File: config.mk
export PLATFORM = sky130hd
export DESIGN_NAME = fpu_div
export DESIGN_NICKNAME = d
export VERILOG_FILES = /design/src/rtl/fpu_pkg.sv /design/src/rtl/fp_unpack.sv /design/src/rtl/fpu_div.sv
export SDC_FILE = /design/constraint.sdc
export NUM_CORES = 1
export LEC_CHECK = 0
export CAP_MARGIN = 30
export CORE_UTILIZATION = 45
export DETAILED_ROUTE_END_ITERATION = 8
export HOLD_SLACK_MARGIN = 0.05
export PLACE_DENSITY = 0.67
export SLEW_MARGIN = 40
export SYNTH_ARGS = -nofsm -noshare
export SYNTH_HDL_FRONTEND = slang
export SYNTH_SLANG_ARGS = --single-unit
File: constraint.sdc
create_clock -name CLK -period 5.5 [get_ports CLK]
set_input_delay 1.1 -clock CLK [delete_from_list [all_inputs] [get_ports CLK]]
set_output_delay 1.1 -clock CLK [all_outputs]
set_load 0.02 [all_outputs]
File: src/rtl/fpu_pkg.sv
// Shared FPU definitions: binary32 special encodings, divider FSM states and
// operand classes used by fp_unpack and the multicycle divider.
package fpu_pkg;

    localparam logic [31:0] FP_NAN     = 32'hFFFF_FFFF;
    localparam logic [31:0] FP_POS_INF = 32'h7F80_0000;
    localparam logic [31:0] FP_NEG_INF = 32'hFF80_0000;
    localparam logic [9:0]  FP_BIAS    = 10'd127;

    localparam logic [1:0] IDLE = 2'd0;
    localparam logic [1:0] DIV  = 2'd1;
    localparam logic [1:0] NORM = 2'd2;
    localparam logic [1:0] FIN  = 2'd3;

    localparam logic [1:0] CLS_ZERO   = 2'd0;
    localparam logic [1:0] CLS_NORMAL = 2'd1;
    localparam logic [1:0] CLS_INF    = 2'd2;
    localparam logic [1:0] CLS_NAN    = 2'd3;

endpackage

File: src/rtl/fp_unpack.sv
// Splits a binary32 value into sign, exponent, 24-bit mantissa (hidden 1 made
// explicit) and an operand class; denormals are flushed to zero.
module fp_unpack
    import fpu_pkg::*;
(
    input  logic [31:0] fp,
    output logic        sign,
    output logic [7:0]  exp,
    output logic [23:0] mant,
    output logic [1:0]  cls
);

    always_comb begin
        sign = fp[31];
        exp  = fp[30:23];
        mant = {1'b1, fp[22:0]};
        cls  = CLS_NORMAL;
        if (fp[30:23] == 8'h00) begin
            mant = '0;
            cls  = CLS_ZERO;
        end else if (fp[30:23] == 8'hFF) begin
            cls = (fp[22:0] == 23'h0) ? CLS_INF : CLS_NAN;
        end
    end

endmodule

File: src/rtl/fpu_div.sv
// Multicycle binary32 divider: radix-2 restoring mantissa division, one quotient
// bit per cycle, truncating rounding, Start/Busy/Done handshake.
module fpu_div
    import fpu_pkg::*;
(
    input  logic        CLK,
    input  logic        RESET,
    input  logic        Start,
    input  logic [31:0] Operand1,
    input  logic [31:0] Operand2,
    output logic [31:0] Result,
    output logic        Busy,
    output logic        Done
);

    logic        sign_a, sign_b;
    logic [7:0]  exp_a, exp_b;
    logic [23:0] mant_a, mant_b;
    logic [1:0]  cls_a, cls_b;

    fp_unpack u_unpack_a (.fp(Operand1), .sign(sign_a), .exp(exp_a), .mant(mant_a), .cls(cls_a));
    fp_unpack u_unpack_b (.fp(Operand2), .sign(sign_b), .exp(exp_b), .mant(mant_b), .cls(cls_b));

    logic [1:0]        state;
    logic [25:0]       r;
    logic [23:0]       d;
    logic [24:0]       q;
    logic signed [9:0] e;
    logic              s;
    logic [4:0]        cnt;
    logic [31:0]       fin_res;

    // Special-case classification of the live operands, valid while IDLE
    logic        is_special;
    logic [31:0] special_res;
    logic        s_in;

    always_comb begin
        s_in        = sign_a ^ sign_b;
        is_special  = 1'b1;
        special_res = FP_NAN;
        if (cls_a == CLS_NAN || cls_b == CLS_NAN ||
            (cls_a == CLS_ZERO && cls_b == CLS_ZERO) ||
            (cls_a == CLS_INF && cls_b == CLS_INF)) begin
            special_res = FP_NAN;
        end else if (cls_b == CLS_ZERO || cls_a == CLS_INF) begin
            special_res = s_in ? FP_NEG_INF : FP_POS_INF;
        end else if (cls_a == CLS_ZERO || cls_b == CLS_INF) begin
            special_res = '0;
        end else begin
            is_special = 1'b0;
        end
    end

    logic        q_bit;
    logic [25:0] r_sub;
    logic [25:0] r_next;

    always_comb begin
        q_bit  = (r >= {2'b00, d});
        r_sub  = q_bit ? (r - {2'b00, d}) : r;
        r_next = r_sub << 1;
    end

    logic signed [9:0] e_fin;
    logic [22:0]       m_fin;
    logic [31:0]       norm_res;

    always_comb begin
        if (q[24]) begin
            m_fin = q[23:1];
            e_fin = e;
        end else begin
            m_fin = q[22:0];
            e_fin = e - 10'sd1;
        end
        if (e_fin >= 10'sd255) begin
            norm_res = s ? FP_NEG_INF : FP_POS_INF;
        end else if (e_fin <= 10'sd0) begin
            norm_res = '0;
        end else begin
            norm_res = {s, e_fin[7:0], m_fin};
        end
    end

    always_ff @(posedge CLK) begin
        if (RESET) begin
            state   <= IDLE;
            Result  <= '0;
            Busy    <= 1'b0;
            Done    <= 1'b0;
            r       <= '0;
            d       <= '0;
            q       <= '0;
            e       <= '0;
            s       <= 1'b0;
            cnt     <= '0;
            fin_res <= '0;
        end else begin
            Done <= 1'b0;
            case (state)
                IDLE: begin
                    if (Start) begin
                        Busy <= 1'b1;
                        s    <= s_in;
                        if (is_special) begin
                            fin_res <= special_res;
                            state   <= FIN;
                        end else begin
                            r     <= {2'b00, mant_a};
                            d     <= mant_b;
                            q     <= '0;
                            // Modular 10-bit arithmetic yields the signed biased exponent
                            e     <= {2'b00, exp_a} - {2'b00, exp_b} + FP_BIAS;
                            cnt   <= 5'd24;
                            state <= DIV;
                        end
                    end
                end
                DIV: begin
                    r   <= r_next;
                    q   <= {q[23:0], q_bit};
                    cnt <= cnt - 5'd1;
                    if (cnt == 5'd0) begin
                        state <= NORM;
                    end
                end
                NORM: begin
                    Result <= norm_res;
                    Done   <= 1'b1;
                    Busy   <= 1'b0;
                    state  <= IDLE;
                end
                FIN: begin
                    Result <= fin_res;
                    Done   <= 1'b1;
                    Busy   <= 1'b0;
                    state  <= IDLE;
                end
                default: state <= IDLE;
            endcase
        end
    end

endmodule
# Word-level counts from Yosys, hierarchy flattened
# Cells that the tools add are included.
[op_classes]
add_sub_neg = 5
magnitude_cmp = 3
n_eq_ne = 12
n_mux = 38
n_bitwise = 2
n_reduce_logical = 25
[ops]
columns = ["cell", "n"]
rows = [
  ["2-to-1 mux 32 bit", 7],
  ["2-to-1 mux 25 bit", 3],
  ["case mux 32 bit (2 select lines)", 1],
  ["2-to-1 mux 26 bit", 2],
  ["case mux 26 bit (2 select lines)", 1],
  ["case mux 25 bit (2 select lines)", 1],
  ["2-to-1 mux 24 bit", 2],
  ["zero test 23 bit", 2],
  [">= comparator 26 x 24 -> 1 bit", 1],
  ["subtractor 25 x 24 -> 25 bit", 1],
  ["2-to-1 mux 23 bit", 1],
  ["equality test 8 bit (second input constant)", 2],
  ["zero test 8 bit", 2],
  ["2-to-1 mux 2 bit", 7],
  ["equality test 2 bit (second input constant)", 6],
  ["adder 9 x 8 -> 10 bit (second input constant)", 1],
  [">= comparator 10 x 9 -> 1 bit (second input constant)", 1],
  ["<= comparator 10 x 1 -> 1 bit (second input constant)", 1],
  ["2-to-1 mux 10 bit", 1],
  ["2-to-1 mux 5 bit", 2],
  ["case mux 5 bit (2 select lines)", 1],
  ["subtractor 10 x 2 -> 10 bit (second input constant)", 1],
  ["AND reduction 3 bit", 3],
  ["subtractor 8 x 8 -> 9 bit", 1],
  ["15 further kinds", 34],
]
[totals]
regBits = 159
inputBits = 67
elab_cells = 96

# Longest topological paths before layout
# Gate-level depths: netlist of the first run.
[depth]
word_depth = 12
ltp_mapped = 14
mapped_depth_nobuf = 12

# Modules after synthesis
# A second synthesis of the first run with hierarchy kept.
[unflattened]
cells_unflattened = 1046
hier_area_um2 = 8252.9
[modules_own_cells]
columns = ["module", "n_inst", "cells_per_inst", "area_per_inst_um2", "seq_area_each_um2"]
rows = [
  ["fpu_div", 1, 946, 7622.3, 2602.5],
  ["fp_unpack", 2, 50, 315.3, 0.0],
]

# Worst setup path before layout of the first run
# OpenSTA, ideal clock, no wires.
[synth_timing]
kind = "input to register"
start = "in Operand1[24]"
end = "reg e[3]"
setup_ns = 0.070
arrival_ns = 3.231
t_required_ns = 5.430
slack_ns = 2.198
path_stages = 10
cell_sequence = "nor4_1 > and2_1 > or4_1 > clkbuf_1 > or2_2 > clkbuf_1 > nor2_1 > clkbuf_1 > nand2_1 > a21oi_1"
[synth_between]
elab_chain_len = 10
word_cells_on_any_way = 21
classes_between = "add/sub (2); eq/ne (3); mux (5); bitwise (1); reduce/logical (10)"
[synth_rtl]
columns = ["element", "line_no", "source"]
rows = [
  ["start, declared", "fpu_div.sv:9", "input logic [31:0] Operand1,"],
  ["branches (longest 10 deep; another with adder 9 x 8 -> 10 bit)", "--", ""],
  ["end signal, assigned", "fpu_div.sv:114", "e <= {2'b00, exp_a} - {2'b00, exp_b} + FP_BIAS;"],
  ["end, declared", "fpu_div.sv:28", "logic signed [9:0] e;"],
]
# Several ways; the timed one is not identified.
# A chain may end at the register's enable or synchronous reset.

# Final worst setup path of the first run
[layout_timing]
start = "in Operand1[24]"
end = "reg e[6]"
# Same word-level chain as after synthesis.

==> results of run 1 <==
-- area by class of cell --
cell class              instances  area, µm²
flip-flops and latches        130       2603
multi-input cells             764       4936
inverters                      46      173.9
repair buffers                112       1089
clock buffers                  23      467.9
well taps                     225      281.5
fillers                      1695       7771
clock inverters                 6      35.03
-- logic make-up (layout without fill, tap and decap cells) --
logic type | count (synthesis) | after routing | share of synthesized area
DFF | 130 | 130 | 0.3253
AOI/OAI and AO/OA | 313 | 313 | 0.2560
buffers and inverters | 116 | 187 | 0.05849
xor gates and xnor gates | 43 | 43 | 0.04708
and+or+nand+nor | 327 | 327 | 0.1980
muxes | 43 | 43 | 0.05380
adders and majority gates | 38 | 38 | 0.06131
-- power breakdown --
group | total (mW) | switching (mW) | internal [mW]
sequential | 1.12 | 0.0949 | 1.02
combinational | 1.44 | 0.818 | 0.618
clock | 0.996 | 0.408 | 0.587
-- routing by layer --
| metal | up-vias | wire length [µm] |
|---|---|---|
| met1 | 3445 | 10590 |
| met4 | 0 | 376 |
| met2 | 207 | 9037 |
| met3 | 34 | 1109 |
| li1 | 3789 | - |
| met5 | - | 0 |
-- registers in the layout, summed over array words and instances (netlist names) --
name     count
r           26
Busy         1
q           25
Done         1
state        2
s            1
cnt          5
e           10
d           24
fin_res      3
Result      32
-- cell usage after synthesis, drive strengths merged, types with 3 or more instances --
library cell  number  area share
a211oi            20       0.019
xnor2             24       0.026
a21o              16       0.015
dfxtp            130        0.33
o21bai             3      0.0028
a221oi             3      0.0033
a31oi             13       0.010
nor4              15       0.012
o31ai              6      0.0056
o311ai             3      0.0042
o22ai             35       0.043
nand3             38       0.024
clkbuf            61       0.029
or4                5      0.0047
nor2b             11      0.0086
xor2              19       0.021
o21ai             26       0.016
nand2            116       0.055
a32oi              3      0.0033
nand4             10      0.0078
buf                9      0.0083
nand2b             7      0.0055
or3                6      0.0053
a21oi            149       0.093
nand3b             5      0.0047
inv               45       0.021
nor2              63       0.030
o31a               3      0.0033
ha                36       0.056
and3              24       0.019
a31o               5      0.0055
a22oi              4      0.0038
o211ai             5      0.0047
or2                3      0.0023
mux2i             43       0.054
nor3              12      0.0075
-- worst min-delay path, stage by stage, from the launching register on --
cell	delay, ns
dfxtp_1	0.30
nand2_1	0.05
a21oi_1	0.05
-- how the worst max path moves through the flow --
stage | from | cells after the start | slack [ns] | endpoint
after detailed placement | Operand1[24] | 9 | 1.31 | e[6]
final | Operand1[24] | 9 | 1.75 | e[6]
after global placement | Operand1[24] | 9 | 1.41 | e[8]
after floorplan | Operand1[24] | 10 | 2.20 | e[3]
after CTS | Operand1[24] | 9 | 1.75 | e[6]
after global routing | Operand1[24] | 9 | 1.54 | e[6]
-- through the flow --
stage | hold slack, ns | worst slack, ns | power (mW)
3_3_place_gp | 0.4435 | 1.408 | 2.533
4_1_cts | 0.4558 | 1.746 | 3.550
5_1_grt | 0.4700 | 1.536 | 3.781
3_5_place_dp | 0.4480 | 1.313 | 2.541
6_report | 0.4535 | 1.746 | 3.552
2_1_floorplan | 0.4353 | 2.198 | 2.206
==> impl_metrics.env, run 1 <==
export IMPL_status="finished clean"
export IMPL_rows=48
export IMPL_pwr_density_cell_nw_per_um2=370.5
export IMPL_finish_utilization=0.5523
export IMPL_netlist_area_um2=8000
export IMPL_ys_seq_area_frac=0.3253
export IMPL_fin_crit_sh=0.6826
export IMPL_async_flop_share=0
export IMPL_grt_usage=0.2396
export IMPL_dieArea_um2=18320
export IMPL_r2r_end="Result[14]"
export IMPL_via_per_inst=5.724
export IMPL_place_area_um2=9081
export IMPL_use_met3=0.04452
export IMPL_hp_class="reg2reg"
export IMPL_layout_common_cells="149 x a21oi_1, 130 x dfxtp_1, 115 x nand2_1"
export IMPL_grt_pass1_wl_um=34990
export IMPL_yosys_warnings=0
export IMPL_gp_congestion=0.8788
export IMPL_vdd_drop_max_mv=0.2846
export IMPL_cp_arrival_ns=4.08
export IMPL_r2r_slack_ns=1.90
export IMPL_holdPathEnd="d[19]"
export IMPL_min_period_ns=3.754
export IMPL_postRouteWirelength_um=21110
export IMPL_final_hold_viol_count=0
export IMPL_startpoint_type="input pin"
export IMPL_drtPass1Iterations=5
export IMPL_area_delta_synth_final_pct=19.82
export IMPL_cts_sinks=130
export IMPL_drive_above_1_share=0.07123
export IMPL_synth_main_ff_cell="dfxtp_1"
export IMPL_synth_cell_types=67
export IMPL_met1_usage=0.3416
export IMPL_wl_per_cell_um=16.17
export IMPL_drv_slew=0
export IMPL_cts_root_buf="clkbuf_16"
export IMPL_n_antenna_cell=0
export IMPL_postCtsHoldBufs=0
export IMPL_syn_instance_count=1010
export IMPL_crit_slowest_cell="or4_1"
export IMPL_place_inst=1277
export IMPL_p_leak_nw=3.525
export IMPL_drc=0
export IMPL_synth_seq_cells=130
export IMPL_final_cells=1306
export IMPL_top_usage_layer="met2"
export IMPL_clk_pin_slew_ns=0.05
export IMPL_finalSetupTns_ns=0
export IMPL_die_height_um=135.3
export IMPL_insertion_delay_ns=0.43
export IMPL_worstReg2RegStart="e[0]"
export IMPL_path_cells="clkdlybuf4s50_1, nor4_1, and2_1, or4_1, or2_2, nor2_2, buf_4, nor2_1, a211oi_1"
export IMPL_drtIter0Drc=529
export IMPL_cts_repair_resized=0
export IMPL_grt_overflow_total=0
export IMPL_initial_core_util=0.4609
export IMPL_crit_buf_inv=2
export IMPL_hpwl_um=15080
export IMPL_final_common_cell="a21oi_1"
export IMPL_core_area_um2=17360
export IMPL_relSlewSlack=0.5125
export IMPL_nets=1176
export IMPL_setup_viol=0
export IMPL_avgSynthCellArea_um2=7.921
export IMPL_die_w_um=135.3
export IMPL_crit_family="simple AND/OR/NAND/NOR gates"
export IMPL_worstSetupPathType="in2reg"
export IMPL_whs_path_depth=2
export IMPL_io_pins=101
export IMPL_antenna_found_initial=0
export IMPL_vias=7475
export IMPL_max_cap_violations=0
export IMPL_antenna_left=0
export IMPL_htreeDepth=4
export IMPL_grt_max_degree=51
export IMPL_required_ns=5.83
export IMPL_cp_max_fo=36
export IMPL_clock_path_buffers=2
export IMPL_timing_fmax_ghz=0.2664
export IMPL_syn_num_nets=1115
export IMPL_ff2ff_path_depth=9
export IMPL_rsz0062_at_grt="false"
export IMPL_synth_edf_count=0
export IMPL_holdCritStartpoint="d[19]"
export IMPL_cts_setup_buffers=0
export IMPL_place_port_buffers=100
export IMPL_tightest_slew_ns=0.7221
export IMPL_grt_pass1_vias=6869
export IMPL_worst_setup_path_end_kind="register"
export IMPL_worst_path_largest_cell_delay_ns=0.64
export IMPL_final_area_um2=9585
export IMPL_cts_tree="yes"
export IMPL_finClkSkew_ns=0.007040
export IMPL_cts_made_buffers=17
export IMPL_grt_util_met2=0.3573
Note: power is estimated with default switching activity, not from simulation.
==> run 2: changes to the inputs <==
PLACE_DENSITY = 0.7   (was 0.67)
clock period = 3.3 ns   (was 5.5 ns; I/O delays follow)
==> run 2 against run 1 <==
Compared with the run above: wire length is 1.3% higher; sequential share of layout area down 1.1 points; first-iteration DRC count rose by 1.7%; critical path depth increased by 2; clock skew down 0.0018 ns; design area up 4.4%; cell count up 2.5%; die area is the same; sequential cell count unchanged; critical path type is now reg2reg.
==> impl_metrics.env, run 2 (synthesis results as in run 1) <==
export IMPL_rows=48
export IMPL_layout_common_cells="149 x a21oi_1, 129 x dfxtp_1, 115 x nand2_1"
export IMPL_die_height_um=135.3
export IMPL_pwr_density_cell_nw_per_um2=651.4
export IMPL_worst_setup_path_end_kind="register"
export IMPL_max_cap_violations=0
export IMPL_n_fill_cell=1608
export IMPL_nets=1205
export IMPL_grt_pass1_vias=7125
export IMPL_cts_tree="yes"
export IMPL_status="finished clean"
export IMPL_vdd_drop_max_mv=0.4186
export IMPL_cts_made_buffers=17
export IMPL_startpoint_type="register"
export IMPL_drtPass1Iterations=5
export IMPL_cp_arrival_ns=3.39
export IMPL_regArea_um2=2604
export IMPL_cts_sinks=130
export IMPL_worstSetupPathType="reg2reg"
export IMPL_grt_usage=0.2448
export IMPL_place_port_buffers=100
export IMPL_final_hold_viol_count=0
export IMPL_drive_above_1_share=0.1006
export IMPL_finalSetupTns_ns=0
export IMPL_top_register="Result"
export IMPL_antenna_left=0
export IMPL_die_w_um=135.3
export IMPL_whs_path_depth=2
export IMPL_timing_fmax_ghz=0.3260
export IMPL_relSlewSlack=0.5867
export IMPL_drv_slew=0
export IMPL_postRouteWirelength_um=21390
export IMPL_tightest_slew_ns=0.6121
export IMPL_rsz0062_at_grt="false"
export IMPL_setup_viol=0
export IMPL_core_area_um2=17360
export IMPL_via_per_inst=5.676
export IMPL_p_leak_nw=3.762
export IMPL_dieArea_um2=18320
export IMPL_finClkSkew_ns=0.005196
export IMPL_grt_max_degree=62
export IMPL_clock_path_buffers=2
export IMPL_largest_reg_flops=32
export IMPL_power_mw=6.519
export IMPL_hpwl_um=15370
export IMPL_cp_max_fo=25
export IMPL_clk_pin_slew_ns=0.06
export IMPL_area_delta_synth_final_pct=25.09
export IMPL_required_ns=3.62
export IMPL_min_period_ns=3.068
export IMPL_htreeDepth=4
export IMPL_drc=0
export IMPL_multi_input_area_um2=4941
export IMPL_ff2ff_path_depth=11
export IMPL_reg_top3="Result (32), r (26), q (25)"
export IMPL_final_common_cell="a21oi_1"
export IMPL_gp_congestion=0.8953
export IMPL_grt_pass1_wl_um=35800
export IMPL_drtIter0Drc=538
export IMPL_hp_class="reg2reg"
export IMPL_io_pins=101
export IMPL_fin_crit_sh=0.9297
export IMPL_antenna_found_initial=0
export IMPL_cts_setup_buffers=0
export IMPL_grt_overflow_total=0
export IMPL_n_antenna_cell=0
export IMPL_insertion_delay_ns=0.42
export IMPL_cts_root_buf="clkbuf_16"
export IMPL_wl_per_cell_um=15.98
export IMPL_vias=7595
export IMPL_initial_core_util=0.4609
-- run 2: through the flow --
step                hold slack [ns]  cell area [µm²]  instances  worst slack, ns  utilization
floorplan                    0.4353             8000       1010           0.1377            -
global placement             0.4422             9348       1306          0.02270       0.5386
detailed placement           0.4475             9348       1306         -0.01636       0.5386
CTS                          0.4559            10000       1338           0.1488       0.5761
global route                 0.4700            10010       1338          0.01197       0.5766
finish                       0.4535            10010       1338           0.2321       0.5766
-- run 2: layout make-up --
cell class / count / area share
timing repair buffer: 141 / 0.1355
clock inverter: 13 / 0.02088
clock buffer: 19 / 0.04426
sequential: 130 / 0.2602
tap: 225 / 0.02813
inverter: 46 / 0.01725
multi-input combinational: 764 / 0.4937
-- run 2: what timing repair did --
action | in CTS | in global routing
gates resized for setup | 0 | 2
hold buffers | 0 | 0
setup endpoints to repair | 0 | 7
-- run 2: final timing paths --
kind	slack, ns	startpoint	to
setup / recovery	0.23	d[4]	r[20]
hold / removal	0.45	d[22]	d[22]
setup reg to reg	0.23	d[4]	r[20]
hold reg to reg	0.45	d[22]	d[22]
-- run 2: per-layer routing --
metal	GRT usage	vias to the layer above	share of wire
li1	-	3839	-
met1	0.3417	3516	0.48
met2	0.3852	223	0.45
met3	0.04602	17	0.053
met4	0.06242	0	0.012
met5	0	-	0
-- run 2: critical path, cell delays in order, from the launching register on --
cell      delay (ns)
dfxtp_1         0.33
inv_1           0.08
ha_1            0.32
nand2_1         0.15
o21ba_2         0.20
o31a_1          0.31
o31ai_2         0.22
nand4_1         0.20
a2111o_1        0.52
buf_12          0.20
mux2i_1         0.14
a211oi_1        0.29
-- run 2: where the power goes --
| part | switching [mW] | total (mW) | internal [mW] | leakage [nW] |
|---|---|---|---|---|
| clock network | 0.732 | 2.09 | 1.36 | 0.321 |
| registers | 0.136 | 1.84 | 1.71 | 1.06 |
| logic | 1.43 | 2.58 | 1.15 | 2.38 |
